`config.mk`:
```
export PLATFORM = sky130hd
export DESIGN_NAME = reg_bus_master
export DESIGN_NICKNAME = d
export VERILOG_FILES = /design/src/rtl/reg_bus_pkg.sv /design/src/rtl/reg_bus_fifo.sv /design/src/rtl/reg_bus_master.sv
export SDC_FILE = /design/constraint.sdc
export NUM_CORES = 1
export LEC_CHECK = 0
export ABC_AREA = 1
export CAP_MARGIN = 10
export CORE_MARGIN = 8
export CORE_UTILIZATION = 53
export DETAILED_ROUTE_END_ITERATION = 8
export GPL_TIMING_DRIVEN = 0
export HOLD_SLACK_MARGIN = 0.1
export PLACE_DENSITY = 0.79
export RECOVER_POWER = 25
export SYNTH_ARGS = -nofsm -noshare
export SYNTH_HDL_FRONTEND = slang
export SYNTH_SLANG_ARGS = --single-unit
```
`constraint.sdc`:
```
create_clock -name clk_i -period 2.1 [get_ports clk_i]
set_input_delay 0.21 -clock clk_i [delete_from_list [all_inputs] [get_ports clk_i]]
set_output_delay 0.21 -clock clk_i [all_outputs]
set_load 0.02 [all_outputs]
```
`src/rtl/reg_bus_pkg.sv`:
```
`default_nettype none
// ============================================================================
// Module   : reg_bus_pkg
// Brief    : Shared types and default sizes for the register-bus master.
// Revision : 1.0 - initial release
// ============================================================================
package reg_bus_pkg;

    localparam int AW_DEFAULT    = 3;
    localparam int DW_DEFAULT    = 8;
    localparam int DEPTH_DEFAULT = 4;

    typedef enum logic [1:0] {
        IDLE    = 2'd0,
        ISSUE   = 2'd1,
        CAPTURE = 2'd2,
        RESP    = 2'd3
    } state_e;

    typedef struct packed {
        logic                  wr;
        logic [AW_DEFAULT-1:0] addr;
        logic [DW_DEFAULT-1:0] data;
    } cmd_t;

endpackage
`default_nettype wire

```
`src/rtl/reg_bus_fifo.sv`:
```
`default_nettype none
// ============================================================================
// Module   : reg_bus_fifo
// Brief    : Synchronous command FIFO; full/empty split by an extra pointer bit.
// Revision : 1.0 - initial release
// ============================================================================
module reg_bus_fifo #(
    parameter int W     = 12,
    parameter int DEPTH = 4
) (
    input  logic         clk_i,
    input  logic         rst_i,
    input  logic         push_i,
    input  logic [W-1:0] wdata_i,
    input  logic         pop_i,
    output logic [W-1:0] rdata_o,
    output logic         full_o,
    output logic         empty_o
);

    localparam int PTR_W = $clog2(DEPTH);

    logic [PTR_W:0] wr_ptr_q;
    logic [PTR_W:0] rd_ptr_q;
    logic [W-1:0]   mem_q [DEPTH];
    logic           w_push;
    logic           w_pop;

    // A push is refused while full even if a pop happens in the same cycle.
    assign w_push  = push_i && !full_o;
    assign w_pop   = pop_i && !empty_o;
    assign full_o  = (wr_ptr_q[PTR_W] != rd_ptr_q[PTR_W]) &&
                     (wr_ptr_q[PTR_W-1:0] == rd_ptr_q[PTR_W-1:0]);
    assign empty_o = (wr_ptr_q == rd_ptr_q);
    assign rdata_o = mem_q[rd_ptr_q[PTR_W-1:0]];

    always_ff @(posedge clk_i) begin
        if (rst_i) begin
            wr_ptr_q <= '0;
            rd_ptr_q <= '0;
        end else begin
            if (w_push) wr_ptr_q <= wr_ptr_q + (PTR_W+1)'(1);
            if (w_pop)  rd_ptr_q <= rd_ptr_q + (PTR_W+1)'(1);
        end
    end

    always_ff @(posedge clk_i) begin
        if (w_push) mem_q[wr_ptr_q[PTR_W-1:0]] <= wdata_i;
    end

endmodule
`default_nettype wire

```
`src/rtl/reg_bus_master.sv`:
```
`default_nettype none
// ============================================================================
// Module   : reg_bus_master
// Brief    : Queues read/write commands and plays them onto a register-file
//            bus one at a time, returning read data on a response channel.
//            Define REG_BUS_MASTER_CNT_EN to add write/read issue counters.
// Revision : 1.0 - initial release
// ============================================================================
module reg_bus_master
    import reg_bus_pkg::*;
#(
    parameter int AW    = AW_DEFAULT,
    parameter int DW    = DW_DEFAULT,
    parameter int DEPTH = DEPTH_DEFAULT
) (
    input  logic          clk_i,
    input  logic          rst_i,
    input  logic          cmd_valid_i,
    output logic          cmd_ready_o,
    input  logic          cmd_wr_i,
    input  logic [AW-1:0] cmd_addr_i,
    input  logic [DW-1:0] cmd_data_i,
    output logic          bus_wen_o,
    output logic          bus_oen_o,
    output logic [AW-1:0] bus_addr_o,
    output logic [DW-1:0] bus_din_o,
    input  logic [DW-1:0] bus_dout_i,
    output logic          rsp_valid_o,
    input  logic          rsp_ready_i,
    output logic [AW-1:0] rsp_addr_o,
    output logic [DW-1:0] rsp_data_o,
    output logic          busy_o
`ifdef REG_BUS_MASTER_CNT_EN
    ,
    output logic [15:0]   wr_cnt_o,
    output logic [15:0]   rd_cnt_o
`endif
);

    localparam int CMD_W = 1 + AW + DW;

    state_e        state_q, state_d;
    logic          bus_wen_q, bus_wen_d;
    logic          bus_oen_q, bus_oen_d;
    logic [AW-1:0] bus_addr_q, bus_addr_d;
    logic [DW-1:0] bus_din_q, bus_din_d;
    logic          rsp_valid_q, rsp_valid_d;
    logic [AW-1:0] rsp_addr_q, rsp_addr_d;
    logic [DW-1:0] rsp_data_q, rsp_data_d;

    logic             w_fifo_full;
    logic             w_fifo_empty;
    logic             w_pop;
    logic [CMD_W-1:0] w_head;
    logic             w_head_wr;
    logic [AW-1:0]    w_head_addr;
    logic [DW-1:0]    w_head_data;

    reg_bus_fifo #(
        .W     (CMD_W),
        .DEPTH (DEPTH)
    ) u_fifo (
        .clk_i   (clk_i),
        .rst_i   (rst_i),
        .push_i  (cmd_valid_i),
        .wdata_i ({cmd_wr_i, cmd_addr_i, cmd_data_i}),
        .pop_i   (w_pop),
        .rdata_o (w_head),
        .full_o  (w_fifo_full),
        .empty_o (w_fifo_empty)
    );

    assign w_head_wr   = w_head[CMD_W-1];
    assign w_head_addr = w_head[DW +: AW];
    assign w_head_data = w_head[DW-1:0];

    always_comb begin
        state_d     = state_q;
        bus_wen_d   = 1'b0;
        bus_oen_d   = 1'b0;
        bus_addr_d  = bus_addr_q;
        bus_din_d   = bus_din_q;
        rsp_valid_d = rsp_valid_q;
        rsp_addr_d  = rsp_addr_q;
        rsp_data_d  = rsp_data_q;
        w_pop       = 1'b0;
        case (state_q)
            IDLE: begin
                if (!w_fifo_empty) begin
                    w_pop      = 1'b1;
                    bus_wen_d  = w_head_wr;
                    bus_oen_d  = !w_head_wr;
                    bus_addr_d = w_head_addr;
                    if (w_head_wr) bus_din_d = w_head_data;
                    state_d    = ISSUE;
                end
            end
            ISSUE: begin
                state_d = bus_wen_q ? IDLE : CAPTURE;
            end
            // The register file presents read data one cycle after BUS_OEN.
            CAPTURE: begin
                rsp_valid_d = 1'b1;
                rsp_addr_d  = bus_addr_q;
                rsp_data_d  = bus_dout_i;
                state_d     = RESP;
            end
            RESP: begin
                if (rsp_ready_i) begin
                    rsp_valid_d = 1'b0;
                    state_d     = IDLE;
                end
            end
            default: state_d = IDLE;
        endcase
    end

    always_ff @(posedge clk_i) begin
        if (rst_i) begin
            state_q     <= IDLE;
            bus_wen_q   <= 1'b0;
            bus_oen_q   <= 1'b0;
            bus_addr_q  <= '0;
            bus_din_q   <= '0;
            rsp_valid_q <= 1'b0;
            rsp_addr_q  <= '0;
            rsp_data_q  <= '0;
        end else begin
            state_q     <= state_d;
            bus_wen_q   <= bus_wen_d;
            bus_oen_q   <= bus_oen_d;
            bus_addr_q  <= bus_addr_d;
            bus_din_q   <= bus_din_d;
            rsp_valid_q <= rsp_valid_d;
            rsp_addr_q  <= rsp_addr_d;
            rsp_data_q  <= rsp_data_d;
        end
    end

    assign cmd_ready_o = !w_fifo_full;
    assign bus_wen_o   = bus_wen_q;
    assign bus_oen_o   = bus_oen_q;
    assign bus_addr_o  = bus_addr_q;
    assign bus_din_o   = bus_din_q;
    assign rsp_valid_o = rsp_valid_q;
    assign rsp_addr_o  = rsp_addr_q;
    assign rsp_data_o  = rsp_data_q;
    assign busy_o      = (state_q != IDLE) || !w_fifo_empty;

`ifdef REG_BUS_MASTER_CNT_EN
    logic [15:0] wr_cnt_q;
    logic [15:0] rd_cnt_q;

    // Counters wrap naturally through 16-bit overflow.
    always_ff @(posedge clk_i) begin
        if (rst_i) begin
            wr_cnt_q <= '0;
            rd_cnt_q <= '0;
        end else if (state_q == ISSUE) begin
            if (bus_wen_q) wr_cnt_q <= wr_cnt_q + 16'd1;
            if (bus_oen_q) rd_cnt_q <= rd_cnt_q + 16'd1;
        end
    end

    assign wr_cnt_o = wr_cnt_q;
    assign rd_cnt_o = rd_cnt_q;
`endif

endmodule
`default_nettype wire

```
# Word level (Yosys, flattened, before mapping)
# Memory sizes are Yosys's and may differ from the RTL's. A register that Yosys moved wholly into a read port is not among the register bits.
# Index checks and enable logic that the tools add are counted.
[op_classes] n_addsub=2 n_eq_ne=8 muxes=12 bitwise=2 reduce_logical=15
[ops] op="2-bit 2-to-1 mux" n=5
[ops] op="2-bit case mux with 4 select lines" n=1
[ops] op="3-bit by 1-bit adder with 3-bit output, second input constant" n=2
[ops] op="2-bit AND reduction" n=3
[ops] op="1-bit 2-to-1 mux" n=5
[ops] op="2-bit == test, second input constant" n=2
[ops] op="2-bit != test, second input constant" n=2
[ops] op="2-bit nonzero test" n=2
[ops] op="3-bit == test" n=1
[ops] op="1-bit logical AND" n=3
[ops] op="1-bit zero test" n=3
[ops] op="3-bit AND reduction" n=1
[ops] op="3-bit OR reduction" n=1
[ops] op="2-bit by 1-bit == test with 1-bit output, second input constant" n=1
[ops] op="2-bit == test" n=1
[ops] op="2-bit zero test" n=1
[ops] op="1-bit NOT" n=2
[ops] op="1-bit case mux with 2 select lines" n=1
[ops] op="1-bit logical OR" n=1
[ops] op="1-bit != test" n=1
[word_totals] reg_bits=33 ram_bits=48 in_bits=24 out_inout_bits=27 mem_count=1
[memory_table] name="u_fifo.mem_q" depth=4 word_bits=12 read_ports=1 rd_clocked_by_memory_dff=1 write_ports=1 line="reg_bus_fifo.sv:25" source="logic [W-1:0] mem_q [DEPTH];"

# Logic depth before layout (Yosys ltp)
# Gate-level depths: netlist of the first run.
[logic_depth] depth_word=6 depth_mapped=10 mapped_depth_nobuf=9

# Hierarchy
# From an unflattened synthesis of the first run, not the netlist that was laid out.
[hier_totals] hier_cells=337 area_unflattened_um2=3423.3
[by_module_without_submodules] mod="reg_bus_fifo" instances=1 cells_per_inst=190 area_each_um2=2294.7 seq_area_each_um2=1601.5
[by_module_without_submodules] mod="reg_bus_master" instances=1 cells_per_inst=147 area_each_um2=1128.6 seq_area_each_um2=540.5

# Least setup slack after synthesis of the first run
# Ideal clock, no wire load.
[synth_path] path_type="register to register" from="register u_fifo.wr_ptr_q[1]" to="memory u_fifo.mem_q[0][0], enable pin" arrival_time_ns=1.457 required_time_ns=1.720 setup_slack_ns=0.262 stages_incl_launch_ff=7 n_path_buf=0 cell_sequence="dfxtp_1 inv_1 nand2_1 nand2_1 nand3_2 nand2_1 nor2_1"
[synth_via] elab_chain_cells=6
[synth_rtl] element="from (decl)" line="reg_bus_fifo.sv:23" source="logic [PTR_W:0] wr_ptr_q;"
[synth_rtl] element="from (signal assigned)" line="reg_bus_fifo.sv:42" source="if (w_push) wr_ptr_q <= wr_ptr_q + (PTR_W+1)'(1);"
[synth_rtl] element="2-bit == test" line="reg_bus_fifo.sv:33" source="(wr_ptr_q[PTR_W-1:0] == rd_ptr_q[PTR_W-1:0]);"
[synth_rtl] element="1-bit logical AND" line="reg_bus_fifo.sv:32" source="assign full_o = (wr_ptr_q[PTR_W] != rd_ptr_q[PTR_W]) &&"
[synth_rtl] element="1-bit zero test"
[synth_rtl] element="via cmd_ready_o" line="reg_bus_master.sv:19" source="output logic cmd_ready_o,"
[synth_rtl] element="1-bit logical AND" line="reg_bus_fifo.sv:30" source="assign w_push = push_i && !full_o;"
[synth_rtl] element="1-bit 2-to-1 mux" line="reg_bus_fifo.sv:48" source="if (w_push) mem_q[wr_ptr_q[PTR_W-1:0]] <= wdata_i;"
[synth_rtl] element="1-bit 2-to-1 mux (not written as such)" line="reg_bus_fifo.sv:48"
[synth_rtl] element="to (decl)" line="reg_bus_fifo.sv:25"
# The timed path passes the listed nets, and every way through them passes these cells.

# Worst setup path after layout of the first run
[layout_path] from="register u_fifo.wr_ptr_q[1]" to="memory u_fifo.mem_q[3][2], enable pin"
[layout_via] elab_chain_cells=6
[layout_rtl] element="2-bit == test" line="reg_bus_fifo.sv:33"
[layout_rtl] element="1-bit logical AND" line="reg_bus_fifo.sv:32"
[layout_rtl] element="1-bit zero test" line="reg_bus_fifo.sv:30"
[layout_rtl] element="1-bit logical AND" line="reg_bus_fifo.sv:30"
[layout_rtl] element="1-bit 2-to-1 mux" line="reg_bus_fifo.sv:48"
[layout_rtl] element="1-bit 2-to-1 mux (not written as such)" line="reg_bus_fifo.sv:48"
# Several ways; a longest one is shown, not always the timed one.

==> run summary, run 1 <==
CP Capture Type -> flip-flop
Synth Area per Inst -> 10.1 µm²
Worst Hold Class -> input pin to flip-flop
Final Cell Area -> 4060 µm²
Final Total Pwr -> 5.30 mW
global route overflow -> 0
Startpoint Class -> flip-flop
crit path kind -> flip-flop to flip-flop
vias -> 2364
distinct cell type count after synthesis -> 24
dominant cells by area after synthesis -> edfxtp_1 44%, dfxtp_1 22%, nor2_1 9.7%
Worst-Skew Late Latency -> 0.34 ns
Hold Startpoint -> bus_dout_i[6]
status -> finished, final reports clean
Die W -> 94.3 µm
Initial Util -> 0.549
Area growth syn-to-layout -> 24.8%
final design utilization -> 0.685
setup bufs post-CTS -> 0
Bufs on Longest Clock Path -> 2
IO Count -> 51
worst endpoint data arrival time -> 1.97 ns
Cells after Synth -> 322
Synth area leader -> edfxtp_1
clk slew on worst S/H paths -> 0.09 ns
Yosys warnings -> 0
Core ar. -> 5920 µm²
largest net degree at the start of global routing -> 16
worst r2r src -> u_fifo.wr_ptr_q[1]$_SDFFE_PP0P_
final hold vios -> 0
measured slew at the worst slew-check pin -> 0.702 ns
FF-to-FF path depth -> 6
Via density -> 5.11
share of the synthesized area in the top cell type -> 0.443
relative max-transition margin -> 0.531
initial antenna violation count -> 0
CTS Sinks -> 83
Seq/Total Area, Yosys -> 0.659
DIE AREA -> 8900 µm²
part of the cycle the worst path needs -> 0.953
maxcap violations -> 0
H-tree levels -> 3
I/O Buffers -> 50
maximum clock frequency -> 500 MHz
setup violators final -> 0
Mapped Area -> 3250 µm²
first-pass GRT wire length -> 11.3 mm
Reg-to-Reg End -> u_fifo.mem_q[3][2]$_DFFE_PP_
fin. max-slew vios -> 0
Total GRT Usage -> 0.163
# nets final -> 412
Clock Skew -> 0.00835 ns
DRT iter0 DRCs -> 160
CTS root buf -> clkbuf_8
n_diodes -> 0
RSZ-0062 raised after global routing -> true
R2R setup slack -> 0.1 ns
Post-DP HPWL -> 4.65 mm
Power Density -> 1310 nW/µm²
cts bufs inserted -> 9
Antenna Nets Post-Route -> 0
LEAKAGE -> 1.62 nW
min Tclk post-route -> 2.00 ns
worst-path maximum fanout -> 12
Hold Path End -> rsp_data_o[6]$_SDFFE_PP0P_
setup TNS -> 0 ns
Fillers -> 457
Placer Congestion -> 0.790
cts hold-fix bufs -> 0
TritonCTS clock tree -> yes
VDD IR max -> 692 µV
final WL -> 6.80 mm
Wirelength per Cell -> 14.7 µm
DP Area -> 3850 µm²
share of cells above drive strength 1 -> 0.108
CP required -> 2.07 ns
Worst Hold Depth -> 3
drt pass-1 iters -> 4
row cnt -> 28
Syn Nets -> 351
vias in the first global route -> 2444
drt drc -> 0
number of synthesized register bits -> 83
Die Y -> 94.3 µm
metrics by stage:
stage               setup slack, ns  hold slack, ns  std cells
floorplan                     0.262           0.279        322
global placement             -0.168           0.470        447
detailed placement           -0.202           0.483        447
CTS                          -0.206           0.441        463
global route                -0.0779           0.459        463
finish                       0.0993           0.453        463
cells by family (layout without fill, tap and decap cells):
group,count (synthesis),count (layout),synth area share
buffers and inverters,43,109,0.0554
and+or+nand+nor,131,131,0.169
AOI/OAI and AO/OA,58,58,0.0927
xor gates and xnor gates,2,2,0.00539
adders and majority gates,5,5,0.0192
DFF,83,83,0.659
synth_stat cells (all sizes together):
master / instances
buf: 8
clkbuf: 3
nor3: 1
nand3: 8
nand2: 36
nor2: 85
ha: 5
o21ai: 45
nand4: 1
o22ai: 8
dfxtp: 35
a21oi: 4
edfxtp: 48
inv: 32
xor2: 2
a31oi: 1
sequential cells by signal, indices dropped and copies added (netlist names), named ones only:
| signal | cells |
|---|---|
| bus_addr_o | 3 |
| bus_din_o | 8 |
| bus_oen_o | 1 |
| bus_wen_o | 1 |
| rsp_addr_o | 3 |
| rsp_data_o | 8 |
| rsp_valid_o | 1 |
| state_q | 1 |
| u_fifo.mem_q | 48 |
| u_fifo.rd_ptr_q | 3 |
| u_fifo.wr_ptr_q | 3 |
worst max-delay path by stage:
stage,start,endpoint,slack (ns),depth (start not counted)
finish,u_fifo.wr_ptr_q[1]$_SDFFE_PP0P_,u_fifo.mem_q[3][2]$_DFFE_PP_,0.1,6
floorplan,u_fifo.wr_ptr_q[1]$_SDFFE_PP0P_,u_fifo.mem_q[0][0]$_DFFE_PP_,0.26,6
global route,u_fifo.wr_ptr_q[1]$_SDFFE_PP0P_,u_fifo.mem_q[1][1]$_DFFE_PP_,-0.08,6
detailed placement,u_fifo.wr_ptr_q[1]$_SDFFE_PP0P_,u_fifo.mem_q[3][5]$_DFFE_PP_,-0.20,6
CTS,u_fifo.wr_ptr_q[1]$_SDFFE_PP0P_,u_fifo.mem_q[2][10]$_DFFE_PP_,-0.21,6
global placement,u_fifo.wr_ptr_q[1]$_SDFFE_PP0P_,u_fifo.mem_q[3][3]$_DFFE_PP_,-0.17,6
final cells by class:
type	count	area, µm²	share of cell area
Multi-Input combinational cell	196	940	0.232
Clock buffer	9	124	0.0305
Sequential cell	83	2140	0.528
Inverter	32	120	0.0296
Buffer	11	60.1	0.0148
Timing Repair Buffer	50	503	0.124
Clock inverter	7	75.1	0.0185
Tap cell	75	93.8	0.0231
layer usage:
layer,routed length (µm),global-route usage
met1,3020,0.190
met2,3270,0.275
met3,414,0.0333
met4,95,0.0898
met5,0,0
worst max-delay path, stage by stage, from the launching register on:
cell     delay, ns
dfxtp_1       0.41
inv_1         0.11
nand2_1       0.07
nand2_1       0.12
nand3_2       0.12
nand2_1       0.19
nor2_2        0.61
where the power goes:
part	leakage [nW]	internal, mW	total (mW)	switching (mW)
clock network	0.100	0.557	1.14	0.587
logic	0.786	0.761	1.98	1.22
registers	0.729	2.00	2.17	0.169
total	1.62	3.32	5.30	1.97
cell usage in the layout (no fill, tap or decap), drive strengths merged:
cell            n
a21oi           4
a31oi           1
buf             8
bufinv          1
clkbuf         12
clkdlybuf4s50  42
clkinv          3
clkinvlp        1
dfxtp          35
dlygate4sd3     7
dlymetal6s2s    1
edfxtp         48
ha              5
inv            34
nand2          36
nand3           8
nand4           1
nor2           85
nor3            1
o21ai          45
o22ai           8
xor2            2
timing repair:
| action | in CTS | in global routing |
|---|---|---|
| resized for setup | 1 | 4 |
| hold endpoints to repair | 0 | 0 |
| endpoints found under the setup margin | 48 | 49 |
(Power assumes the default switching activity.)
==> run 2: changes to the inputs <==
HOLD_SLACK_MARGIN = 0.02   (was 0.1)
SLEW_MARGIN = 10   (was not set)
==> results of run 2 <==
No change in the layout: final DEF, timing and power equal those of run 1.
